File: config.mk
export PLATFORM = sky130hd
export DESIGN_NAME = fan_timer_countdown
export DESIGN_NICKNAME = d
export VERILOG_FILES = /design/src/rtl/fan_timer_countdown_pkg.sv /design/src/rtl/fan_timer_countdown_bcd_mmss_down.sv /design/src/rtl/fan_timer_countdown.sv
export SDC_FILE = /design/constraint.sdc
export NUM_CORES = 1
export LEC_CHECK = 0
export CELL_PAD_IN_SITES_DETAIL_PLACEMENT = 0
export CELL_PAD_IN_SITES_GLOBAL_PLACEMENT = 2
export CORE_UTILIZATION = 33
export DETAILED_ROUTE_END_ITERATION = 6
export PLACE_DENSITY_LB_ADDON = 0.25
export SYNTH_ARGS = -nofsm -noshare
export SYNTH_HDL_FRONTEND = slang
export SYNTH_HIERARCHICAL = 1
export SYNTH_SLANG_ARGS = --single-unit
File: constraint.sdc
create_clock -name i_clk -period 4.3 [get_ports i_clk]
set_input_delay 1.075 -clock i_clk [delete_from_list [all_inputs] [get_ports i_clk]]
set_output_delay 1.075 -clock i_clk [all_outputs]
set_load 0.1 [all_outputs]
File: src/rtl/fan_timer_countdown_pkg.sv
// Shared types and helpers for the fan timer countdown engine and the timer-select FSM.
package fan_timer_countdown_pkg;

  typedef enum logic [1:0] {
    ST_IDLE  = 2'd0,
    ST_RUN   = 2'd1,
    ST_PAUSE = 2'd2,
    ST_DONE  = 2'd3
  } state_t;

  localparam logic [1:0] TSEL_OFF = 2'd0;
  localparam logic [1:0] TSEL_1   = 2'd1;
  localparam logic [1:0] TSEL_2   = 2'd2;
  localparam logic [1:0] TSEL_3   = 2'd3;

  localparam int unsigned SEC_W = 13;

  typedef struct packed {
    logic [3:0] min_tens;
    logic [3:0] min_ones;
    logic [3:0] sec_tens;
    logic [3:0] sec_ones;
  } mmss_t;

  // Constant-foldable so preset digits are computed at elaboration.
  function automatic mmss_t secs_to_mmss(input int unsigned secs);
    int unsigned m;
    int unsigned s;
    mmss_t       d;
    m = secs / 60;
    s = secs % 60;
    d.min_tens = 4'(m / 10);
    d.min_ones = 4'(m % 10);
    d.sec_tens = 4'(s / 10);
    d.sec_ones = 4'(s % 10);
    return d;
  endfunction

endpackage

File: src/rtl/fan_timer_countdown_bcd_mmss_down.sv
// Four-digit mm:ss BCD down counter with clear, load and decrement-enable.
module fan_timer_countdown_bcd_mmss_down
  import fan_timer_countdown_pkg::*;
(
  input  logic  clk,
  input  logic  reset,
  input  logic  clear,
  input  logic  load,
  input  mmss_t load_val,
  input  logic  dec,
  output mmss_t digits
);

  always_ff @(posedge clk) begin
    if (reset || clear) begin
      digits <= '0;
    end else if (load) begin
      digits <= load_val;
    end else if (dec) begin
      // Borrow ripples sec_ones -> sec_tens -> min_ones -> min_tens.
      if (digits.sec_ones != 4'd0) begin
        digits.sec_ones <= digits.sec_ones - 4'd1;
      end else begin
        digits.sec_ones <= 4'd9;
        if (digits.sec_tens != 4'd0) begin
          digits.sec_tens <= digits.sec_tens - 4'd1;
        end else begin
          digits.sec_tens <= 4'd5;
          if (digits.min_ones != 4'd0) begin
            digits.min_ones <= digits.min_ones - 4'd1;
          end else begin
            digits.min_ones <= 4'd9;
            digits.min_tens <= digits.min_tens - 4'd1;
          end
        end
      end
    end
  end

endmodule

File: src/rtl/fan_timer_countdown.sv
// Fan timer countdown: loads a preset, decrements once per tick while the fan runs,
// and reports remaining time in binary and mm:ss BCD with tick/expiry strobes.
module fan_timer_countdown
  import fan_timer_countdown_pkg::*;
#(
  parameter int unsigned TICK_DIV = 100_000_000,
  parameter int unsigned PRESET_1 = 60,
  parameter int unsigned PRESET_2 = 180,
  parameter int unsigned PRESET_3 = 300
) (
  input  logic             i_clk,
  input  logic             i_reset,
  input  logic [1:0]       i_timer_sel,
  input  logic             i_load,
  input  logic             i_cancel,
  input  logic             i_fan_on,
  output logic [SEC_W-1:0] o_remaining,
  output logic [3:0]       o_min_tens,
  output logic [3:0]       o_min_ones,
  output logic [3:0]       o_sec_tens,
  output logic [3:0]       o_sec_ones,
  output logic             o_running,
  output logic             o_tick,
  output logic             o_expire
);

  localparam int unsigned     PS_W    = $clog2(TICK_DIV);
  localparam logic [PS_W-1:0] PS_LAST = PS_W'(TICK_DIV - 1);

  localparam mmss_t BCD_1 = secs_to_mmss(PRESET_1);
  localparam mmss_t BCD_2 = secs_to_mmss(PRESET_2);
  localparam mmss_t BCD_3 = secs_to_mmss(PRESET_3);

  state_t           state_q;
  logic [PS_W-1:0]  prescale_q;
  logic [SEC_W-1:0] preset_sec;
  mmss_t            preset_bcd;
  mmss_t            digits;
  logic             cancel_evt;
  logic             load_evt;
  logic             tick_evt;

  always_comb begin
    preset_sec = '0;
    preset_bcd = '0;
    case (i_timer_sel)
      TSEL_1: begin
        preset_sec = SEC_W'(PRESET_1);
        preset_bcd = BCD_1;
      end
      TSEL_2: begin
        preset_sec = SEC_W'(PRESET_2);
        preset_bcd = BCD_2;
      end
      TSEL_3: begin
        preset_sec = SEC_W'(PRESET_3);
        preset_bcd = BCD_3;
      end
      default: ;
    endcase
  end

  // A load with selection "off" behaves exactly like a cancel.
  assign cancel_evt = i_cancel || (i_load && (i_timer_sel == TSEL_OFF));
  assign load_evt   = !i_cancel && i_load && (i_timer_sel != TSEL_OFF);
  assign tick_evt   = (state_q == ST_RUN) && (prescale_q == PS_LAST);

  always_ff @(posedge i_clk) begin
    if (i_reset) begin
      state_q     <= ST_IDLE;
      prescale_q  <= '0;
      o_remaining <= '0;
      o_running   <= 1'b0;
      o_tick      <= 1'b0;
      o_expire    <= 1'b0;
    end else begin
      o_tick   <= 1'b0;
      o_expire <= 1'b0;
      if (cancel_evt) begin
        state_q     <= ST_IDLE;
        prescale_q  <= '0;
        o_remaining <= '0;
        o_running   <= 1'b0;
      end else if (load_evt) begin
        state_q     <= i_fan_on ? ST_RUN : ST_PAUSE;
        prescale_q  <= '0;
        o_remaining <= preset_sec;
        o_running   <= 1'b1;
      end else begin
        case (state_q)
          ST_RUN: begin
            if (tick_evt) begin
              prescale_q  <= '0;
              o_remaining <= o_remaining - SEC_W'(1);
              o_tick      <= 1'b1;
              if (o_remaining == SEC_W'(1)) begin
                state_q   <= ST_DONE;
                o_running <= 1'b0;
                o_expire  <= 1'b1;
              end else if (!i_fan_on) begin
                state_q <= ST_PAUSE;
              end
            end else begin
              prescale_q <= prescale_q + PS_W'(1);
              if (!i_fan_on) begin
                state_q <= ST_PAUSE;
              end
            end
          end
          ST_PAUSE: begin
            if (i_fan_on) begin
              state_q <= ST_RUN;
            end
          end
          ST_DONE:  state_q <= ST_IDLE;
          default:  ;
        endcase
      end
    end
  end

  fan_timer_countdown_bcd_mmss_down u_digits (
    .clk      (i_clk),
    .reset    (i_reset),
    .clear    (cancel_evt),
    .load     (load_evt),
    .load_val (preset_bcd),
    .dec      (tick_evt && !cancel_evt && !load_evt),
    .digits   (digits)
  );

  assign o_min_tens = digits.min_tens;
  assign o_min_ones = digits.min_ones;
  assign o_sec_tens = digits.sec_tens;
  assign o_sec_ones = digits.sec_ones;

endmodule

-- Word level (Yosys, flattened, before mapping)
Cells that the tools add are included.
- bits in registers: 61
- word-level logic and storage cells: 88
- bits of input ports: 7
- eq/ne operators: 12
- multiplexer cells: 27
- reduce and logical (&&, ||, !) cells: 31
- $add $sub $neg: 6
- bitwise logic cells: 2
- operators by type and width (operator ; number):
    $mux 13 ; 3
    $pmux 11 s3 ; 1
    $mux 16 ; 2
    $add 27x1->27 const B ; 1
    $eq 27x27->1 const B ; 1
    $mux 27 ; 1
    $pmux 9 s3 ; 1
    $mux 4 ; 4
    $reduce_bool 4->1 ; 4
    $sub 4x1->4 const B ; 4
    $eq 13x1->1 const B ; 1
    $sub 13x1->13 const B ; 1
    $mux 12 ; 1
    $mux 2 ; 6
    $reduce_bool 2->1 ; 5
    $eq 2x2->1 const B ; 4
    $mux 8 ; 1
    $logic_and 1x1->1 ; 6
    $mux 1 ; 6
    $ne 2x2->1 const B ; 3
    $pmux 2 s3 ; 1
    $reduce_and 2->1 ; 3
    $reduce_and 3->1 ; 2
    $reduce_or 5->1 ; 1
    other kinds (10) ; 15

-- Depth between registers and ports, before layout
Gate-level depths: netlist of run 1.
- depth after elaboration: 8
- mapped depth: 11

-- Modules after synthesis
The synthesis of run 1 kept the hierarchy.
- modules (own cells, without submodules) (module ; sequential area each (um^2) ; instances ; area each (um^2) ; cells each):
    fan_timer_countdown ; 900.9 ; 1 ; 2297.2 ; 271
    fan_timer_countdown_bcd_mmss_down ; 320.3 ; 1 ; 855.8 ; 103

-- Least setup slack after synthesis of run 1
No wires, ideal clock.
- kind: reg-to-reg
- start: register prescale_q[9]
- end: register u_digits/digits[13] (netlist name)
- cell stages (with the launch flop): 11
- setup slack: 1.303 ns
- clock period less this slack: 2.997 ns
- data required time: 4.230 ns
- arrival time: 2.927 ns
- cell sequence: dfxtp_1 -> clkbuf_1 -> or4b_1 -> nor4_2 -> nand3_1 -> buf_6 -> nor3_1 -> or3b_4 -> nor4b_4 -> o221ai_1 -> a21oi_1
- word-level cells in the longest chain between the ends: 6
- RTL lines (what ; RTL line ; source):
    start, declared ; fan_timer_countdown.sv:35 ; logic [PS_W-1:0] prescale_q;
    start signal, assigned ; fan_timer_countdown.sv:104 ; prescale_q <= prescale_q + PS_W'(1);
    $eq 27x27->1 ; fan_timer_countdown.sv:66 ; assign tick_evt = (state_q == ST_RUN) && (prescale_q == PS_LAST);
    $logic_and 1x1->1 ; fan_timer_countdown.sv:66 ;
    $logic_and 1x1->1 (2 in a row) ; fan_timer_countdown.sv:128 ; .dec (tick_evt && !cancel_evt && !load_evt),
    $reduce_bool 2->1 (no source line) ; - ;
    $reduce_and 4->1 (no source line) ; - ;
Every way passes these cells.
A chain may end at the register's enable or synchronous reset.

-- Final worst setup path of run 1
- start: register prescale_q[9]
- end: register u_digits/digits[14] (netlist name)
- word-level cells in the longest chain between the ends: 6
- RTL lines (what ; RTL line):
    $eq 27x27->1 ; fan_timer_countdown.sv:66
    $logic_and 1x1->1 ; fan_timer_countdown.sv:66
    $logic_and 1x1->1 (2 in a row) ; fan_timer_countdown.sv:128
    $reduce_bool 2->1 (no source line) ; -
    $reduce_and 4->1 (no source line) ; -
Every way passes these cells.

==> reports/qor_table.md, run 1 <==
| Group | Metric | Reported |
| --- | --- | --- |
| synth | Gate count of the mapped netlist | 374 |
| sta | Fmax | 322 MHz |
| worst setup path | Maximum fanout encountered on the critical timing path | 8 |
| floorplan | Number of top-level design ports | 39 |
| finish | Post-layout instance area | 3860 um^2 |
| worst setup path | Setup crit start kind | flop |
| worst setup path | Arrival time at the worst endpoint | 3.32 ns |
| synth | Commonest cells post-synth | sky130_fd_sc_hd__dfxtp_1 (61), sky130_fd_sc_hd__nor2_1 (47), sky130_fd_sc_hd__nand2_1 (27) |
| routing | Total wirelength of the detailed-routed design | 7920 um |
| worst setup path | Worst setup EP type | flop |
| clock network | Clock root cell | sky130_fd_sc_hd__clkbuf_8 |
| worst setup path | Slowest cell on the critical path | sky130_fd_sc_hd__or4b_1 |
| synth | Main area contributors after synthesis | sky130_fd_sc_hd__dfxtp_1 (39%), sky130_fd_sc_hd__xnor2_1 (6.7%), sky130_fd_sc_hd__nor2_1 (5.6%), sky130_fd_sc_hd__ha_1 (4.0%), sky130_fd_sc_hd__o21ai_0 (3.8%) |
| clock network | Buffers inserted during post-CTS setup optimization | 0 |
| routing | Initial DRC Count | 115 |
| outcome | Outcome | finished clean |
| sta | Setup tns final | 0 ns |
| sta | Worst hold slack | 0.482 ns |
| synth | Yosys top cell by area | sky130_fd_sc_hd__dfxtp_1 |
| clock network | Clock transition at the registers of the reported paths | 0.07 ns |
| clock network | Clock Tree Buf Depth | 2 |
| sta | Final hold violation count | 0 |
| sta | Worst setup skew after layout | 0.0136 ns |
| placed design | Setup WS pre-CTS | 0.934 ns |
| sta | Share of the cycle needed by the critical path after routing | 72.3% |
| finish | End-of-flow core utilization | 41.7% |
| routing | Drt via density | 4.98 |
| floorplan | Total number of placement rows | 35 |
| clock network | Post-CTS Hold Buffers | 0 |
| placed design | Number of input and output port buffers inserted | 38 |
| synth | Area share of the largest cell type after synthesis | 38.7% |
| clock network | TritonCTS Buffers | 9 |
| grt | Pin count of the biggest net entering global routing | 29 |
| sta | Number of endpoints failing setup at the final stage | 0 |
| synth | Most frequent cell after synthesis | sky130_fd_sc_hd__dfxtp_1 |
| finish | Number of filler cells placed in the layout | 958 |
| run | Max-cap check violation count | 0 |
| placed design | Placed Instances | 545 |
| placed design | Total placed instance area | 3690 um^2 |
| finish | Diode count | 0 |
| sta | Crit path setup slack, layout | 1.19 ns |
| synth | Seq/Total Area, Yosys | 38.7% |
| synth | Summed instance area of the synthesized netlist | 3150 um^2 |
| grt | Wire length of the first global-routing pass | 13,100 um |
| sta | Actual transition at the worst max-transition pin | 0.996 ns |
| synth | Yosys warning count | 6 |
| routing | Drt wl/cell | 14.2 um |
| power and ir drop | Power after layout | 1.14 mW |
| finish | Fraction of layout cells with a size suffix above 1 | 7.91% |
| synth | Share of synthesized flip-flops with an asynchronous set or reset | 0% |
| clock network | Clock insertion delay at the later pin of the skew report | 0.34 ns |
| worst setup path | Required time of the critical path | 4.51 ns |
| routing | Antenna Nets Post-Route | 0 |
| routing | First-pass DRT Iterations | 4 |
| worst setup path | WS Path Type | reg -> reg |
| placed design | Final estimated routing congestion in global placement | 0.778 |
| routing | Total via count in the routed design | 2,782 |
| floorplan | Die X | 99.7 um |
| synth | Average cell area after synthesis | 8.43 um^2 |
| synth | Yosys cell types | 55 |
| clock network | Clk sink count | 61 |
| power and ir drop | Worst vdd ir | 128 uV |
| finish | Nets | 444 |
| synth | Most instantiated flip-flop cell in the synthesis netlist | sky130_fd_sc_hd__dfxtp_1 |
| placed design | Dpl hpwl | 5600 um |
| worst hold path | Worst Hold Class | reg -> reg |
| routing | Drt drc | 0 |
| sta | RSZ-0062 raised after global routing | false |
| clock network | Count of H-tree levels built during CTS | 3 |
| worst setup path | Cell-by-cell trace of the critical path | or4b_1 -> nor4_2 -> nand3_1 -> nor3_1 -> or3b_4 -> nor4b_4 -> a21o_2 -> a31oi_1 |
| finish | Layout Area Growth over Synthesis | 22.3% |
| floorplan | Die Footprint | 9950 um^2 |
| floorplan | Die Height | 99.7 um |
| sta | Slew Limit Headroom | 33.4% |
| floorplan | Core footprint | 9240 um^2 |
| clock network | CTS tree | built |
| sta | Final min period | 3.11 ns |
| grt | Total track usage | 17.0% |
| sta | Pins over their slew limit | 0 |
| power and ir drop | Power per unit of standard cell area | 295 nW/um^2 |
| synth | Number of synthesized flops with an enable pin | 0 |
| grt | Number of antenna violations at the first check in global routing | 0 |
| clock network | # resized after CTS | 0 |
| worst setup path | Worst stage delay on the critical path | 0.57 ns |
| grt | Total congestion overflow | 0 |
| floorplan | Starting density of the core | 34.1% |
| grt | Vias in the first global route | 2,538 |
| power and ir drop | Static Leak | 1.32 nW |
| finish | Layout Cells excl Fill | 559 |
| synth | Number of synthesized register bits | 61 |
per-layer routing:
layer	vias to the layer above	GRT usage, %	routed length [um]
li1	1436	-	-
met1	1300	22.5	4050
met2	40	26.8	3550
met3	6	5.34	244
met4	0	4.07	75
met5	-	0	0
report_power, final:
part	switching (mW)	internal (mW)
Sequential	0.00822	0.571
Combinational	0.0796	0.0334
Clock	0.213	0.232
Total	0.301	0.837
state kept, by name, summed over array words and instances, names as in the netlist:
signal,flops
o_expire,1
o_remaining,13
o_running,1
o_tick,1
prescale_q,27
state_q,2
u_digits/digits,16
worst max-delay path, delay by kind of cell (launching register included):
family          cells  cell delay, ns
simple gates        6            2.31
flops               1            0.40
compound gates      2            0.26
layout by cell type (no fill, tap or decap), types with 13 or more instances in the layout:
cell type                         instances
sky130_fd_sc_hd__nor3_1                  21
sky130_fd_sc_hd__a21oi_1                 14
sky130_fd_sc_hd__dfxtp_1                 61
sky130_fd_sc_hd__conb_1                  13
sky130_fd_sc_hd__nand2_1                 27
sky130_fd_sc_hd__clkdlybuf4s50_1         38
sky130_fd_sc_hd__nand3_1                 15
sky130_fd_sc_hd__nor2_1                  47
sky130_fd_sc_hd__o21ai_0                 24
sky130_fd_sc_hd__xnor2_1                 24
sky130_fd_sc_hd__inv_1                   14
path summary, 6_finish.rpt:
path                            slack [ns]                   to  depth (start not counted)     startpoint
worst max-delay path                  1.19  u_digits/digits[14]                          8  prescale_q[9]
worst min-delay path                  0.48        prescale_q[1]                          2  prescale_q[1]
worst max register to register        1.19  u_digits/digits[14]                          8  prescale_q[9]
worst min register to register        0.48        prescale_q[1]                          2  prescale_q[1]
kinds of logic after synthesis:
kind of cell | after synthesis | synth area share (%)
AND/OR/NAND/NOR | 174 | 30.2
buffers and inverters | 26 | 4.01
flip-flops | 61 | 38.7
XOR/XNOR | 32 | 8.89
other | 1 | 0.119
adder cells (fa/ha/maj) | 10 | 3.97
AO/OA/AOI/OAI | 66 | 12.7
multiplexers | 4 | 1.31
area by class of cell:
cell class / instances / area [um^2] / share of cell area [%]
inverters: 15 / 56.3 / 1.46
clock inverters: 2 / 10.0 / 0.259
well taps: 129 / 161 / 4.18
multi-input cells: 299 / 1850 / 48.0
flip-flops and latches: 61 / 1220 / 31.7
clock buffers: 12 / 155 / 4.02
repair buffers: 41 / 403 / 10.4
No activity file was read; power rests on OpenSTA's default activity.
==> inputs of run 2 (changes only) <==
==> constraint.sdc (replaced) <==
create_clock -name i_clk -period 3.2 [get_ports i_clk]
set_input_delay 0.8 -clock i_clk [delete_from_list [all_inputs] [get_ports i_clk]]
set_output_delay 0.8 -clock i_clk [all_outputs]
set_load 0.1 [all_outputs]
==> reports/qor_table.md, run 2 (synthesis gave the netlist of run 1 again) <==
| Group | Metric | Reported |
| --- | --- | --- |
| floorplan | Starting density of the core | 34.1% |
| routing | Total wirelength of the detailed-routed design | 7890 um |
| finish | Commonest non-fill, non-tap cell in the layout | sky130_fd_sc_hd__dfxtp_1 |
| power and ir drop | Power per unit of standard cell area | 397 nW/um^2 |
| finish | Commonest cells after routing, fill and taps aside | sky130_fd_sc_hd__dfxtp_1 (61), sky130_fd_sc_hd__nor2_1 (47), sky130_fd_sc_hd__buf_4 (46) |
| worst setup path | Register-to-register setup slack | 0.35 ns |
| worst hold path | End point of the most critical hold path | prescale_q[1] |
| routing | Antenna Nets Post-Route | 0 |
| finish | Largest register by flop count | prescale_q |
| routing | Detailed-route wire length on metal 1 | 4040 um |
| floorplan | Total number of placement rows | 35 |
| clock network | CTS tree | built |
| finish | Fraction of layout cells with a size suffix above 1 | 18.1% |
| floorplan | Number of top-level design ports | 39 |
| sta | Final min period | 2.85 ns |
| routing | Total via count in the routed design | 2,816 |
| worst setup path | Setup crit start kind | flop |
| clock network | Clock insertion delay at the later pin of the skew report | 0.35 ns |
| routing | First-pass DRT Iterations | 4 |
| clock network | Clock root cell | sky130_fd_sc_hd__clkbuf_8 |
| routing | Uppermost routed layer | met4 |
| finish | End-of-flow core utilization | 41.8% |
| sta | Setup tns final | 0 ns |
| floorplan | Die Height | 99.7 um |
| sta | Share of the cycle needed by the critical path after routing | 89.0% |
| worst setup path | Crit-path leading delay family | simple AND/OR/NAND/NOR gates |
| routing | Length of routed met2 wiring | 3450 um |
| clock network | Clock transition at the registers of the reported paths | 0.08 ns |
| worst setup path | Worst setup EP type | flop |
| floorplan | Die X | 99.7 um |
| placed design | Number of input and output port buffers inserted | 38 |
| worst setup path | Required time of the critical path | 3.44 ns |
| finish | Nets | 455 |
| worst setup path | RR Startpoint | prescale_q[10] |
| sta | Slew Limit Headroom | 58.1% |
| sta | Worst setup skew after layout | 0.0116 ns |
| sta | Actual transition at the worst max-transition pin | 0.627 ns |
| routing | Drt via density | 4.92 |
| grt | Wire length of the first global-routing pass | 13,200 um |
| worst setup path | Cells on worst reg2reg path | 8 |
| worst setup path | WS Path Type | reg -> reg |
| clock network | Post-CTS Hold Buffers | 0 |
| sta | Pins over their slew limit | 0 |
| worst hold path | Hold Crit Depth | 2 |
| placed design | Dpl hpwl | 5620 um |
| outcome | Outcome | finished clean |
| routing | Drt drc | 0 |
| grt | Number of antenna violations at the first check in global routing | 0 |
| routing | Initial DRC Count | 90 |
| power and ir drop | Worst vdd ir | 300 uV |
| worst setup path | Slowest cell on the critical path | sky130_fd_sc_hd__or4b_1 |
| finish | Layout Area Growth over Synthesis | 22.5% |
| power and ir drop | Static Leak | 1.43 nW |
| finish | Diode count | 0 |
| worst setup path | Cell-by-cell trace of the critical path | or4b_1 -> nor4_2 -> nand3_1 -> nor3_1 -> or3b_4 -> nor4_1 -> xnor2_1 -> a21oi_1 |
| sta | RSZ-0062 raised after global routing | false |
| grt | Total congestion overflow | 0 |
| routing | Drt wl/cell | 13.8 um |
| sta | Number of endpoints failing setup at the final stage | 0 |
| routing | Length of routed met3 wiring | 298 um |
| grt | Total track usage | 17.3% |
| finish | Number of flip-flops in the largest register | 27 |
| placed design | Final estimated routing congestion in global placement | 0.784 |
| sta | Fmax | 351 MHz |
| floorplan | Core footprint | 9240 um^2 |
| worst hold path | Worst Hold Class | reg -> reg |
| run | Max-cap check violation count | 0 |
| sta | Final hold violation count | 0 |
| clock network | Clk sink count | 61 |
| grt | Vias in the first global route | 2,639 |
| finish | Number of filler cells placed in the layout | 966 |
| worst setup path | Capture point of the worst reg-to-reg path | u_digits/digits[11] |
| clock network | # resized after CTS | 0 |
| worst setup path | Arrival time at the worst endpoint | 3.09 ns |
| worst setup path | Number of buffer and inverter stages on the critical path | 0 |
| grt | Pin count of the biggest net entering global routing | 29 |
| finish | Regs by FF count | prescale_q x27, u_digits/digits x16, o_remaining x13 |
| worst setup path | Maximum fanout encountered on the critical timing path | 7 |
| worst hold path | Worst min-delay path startpoint | prescale_q[1] |
| worst setup path | Worst stage delay on the critical path | 0.55 ns |
| floorplan | Die Footprint | 9950 um^2 |
| clock network | Count of H-tree levels built during CTS | 3 |
| clock network | Clock Tree Buf Depth | 2 |
| clock network | TritonCTS Buffers | 9 |
-- run 2: cell types whose count changed in the layout (fill, tap and decap cells not counted) --
| cell | delta |
|---|---|
| sky130_fd_sc_hd__buf_4 | +43 |
| sky130_fd_sc_hd__clkbuf_1 | -1 |
| sky130_fd_sc_hd__clkbuf_8 | -2 |
| sky130_fd_sc_hd__clkdlybuf4s50_1 | -32 |
| sky130_fd_sc_hd__clkinv_2 | +2 |
| sky130_fd_sc_hd__clkinvlp_4 | +3 |
-- run 2: layout make-up --
| cell class | instances | area (um^2) | area share, % |
|---|---|---|---|
| sequential | 61 | 1220 | 31.6 |
| clock buffer | 9 | 124 | 3.21 |
| multi-input combinational | 299 | 1850 | 47.9 |
| timing repair buffer | 52 | 405 | 10.5 |
| clock inverter | 7 | 42.5 | 1.10 |
| inverter | 15 | 56.3 | 1.46 |
| tap | 129 | 161 | 4.18 |
-- run 2: report_power, final --
part           switching (mW)  internal (mW)  total [mW]
Combinational           0.108         0.0467       0.155
Sequential             0.0104          0.766       0.777
Clock                   0.327          0.274       0.601
Total                   0.445           1.09        1.53
-- run 2: what timing repair did --
| action | CTS | global route |
|---|---|---|
| setup buffers | 0 | 1 |
| setup endpoints to repair | 0 | 1 |
| endpoints found under the hold margin | 0 | 0 |
-- run 2: worst min-delay path, cell delays in order, from the launching register on --
cell and delay [ns]:
sky130_fd_sc_hd__dfxtp_1 0.33, sky130_fd_sc_hd__nand2_1 0.06, sky130_fd_sc_hd__a21oi_1 0.05
-- run 2: worst max-delay path by stage --
stage                    from                  end  depth (start not counted)
6_report       prescale_q[10]  u_digits/digits[11]                          8
5_1_grt        prescale_q[20]  u_digits/digits[11]                          8
4_1_cts        prescale_q[20]  u_digits/digits[14]                          8
3_5_place_dp   prescale_q[20]  u_digits/digits[14]                          8
3_3_place_gp   prescale_q[20]  u_digits/digits[15]                          8
2_1_floorplan   prescale_q[9]  u_digits/digits[13]                         10
-- run 2: through the flow --
| stage | cell area, um^2 | hold slack [ns] | total power, mW | cells | worst slack, ns |
|---|---|---|---|---|---|
| after global placement | 3690 | 0.466 | 0.950 | 555 | 0.376 |
| after CTS | 3850 | 0.484 | 1.57 | 571 | 0.279 |
| after floorplan | 3200 | 0.449 | 0.904 | 386 | 0.203 |
| final | 3860 | 0.481 | 1.53 | 572 | 0.351 |
| after global routing | 3860 | 0.523 | 1.61 | 572 | 0.0615 |
| after detailed placement | 3690 | 0.472 | 0.949 | 555 | 0.293 |
-- run 2: per-layer routing --
| layer | vias to the layer above | track usage (%) |
|---|---|---|
| met5 | - | 0 |
| met4 | 0 | 5.32 |
| met3 | 11 | 6.18 |
| met2 | 43 | 26.1 |
| met1 | 1302 | 23.0 |
| li1 | 1460 | - |
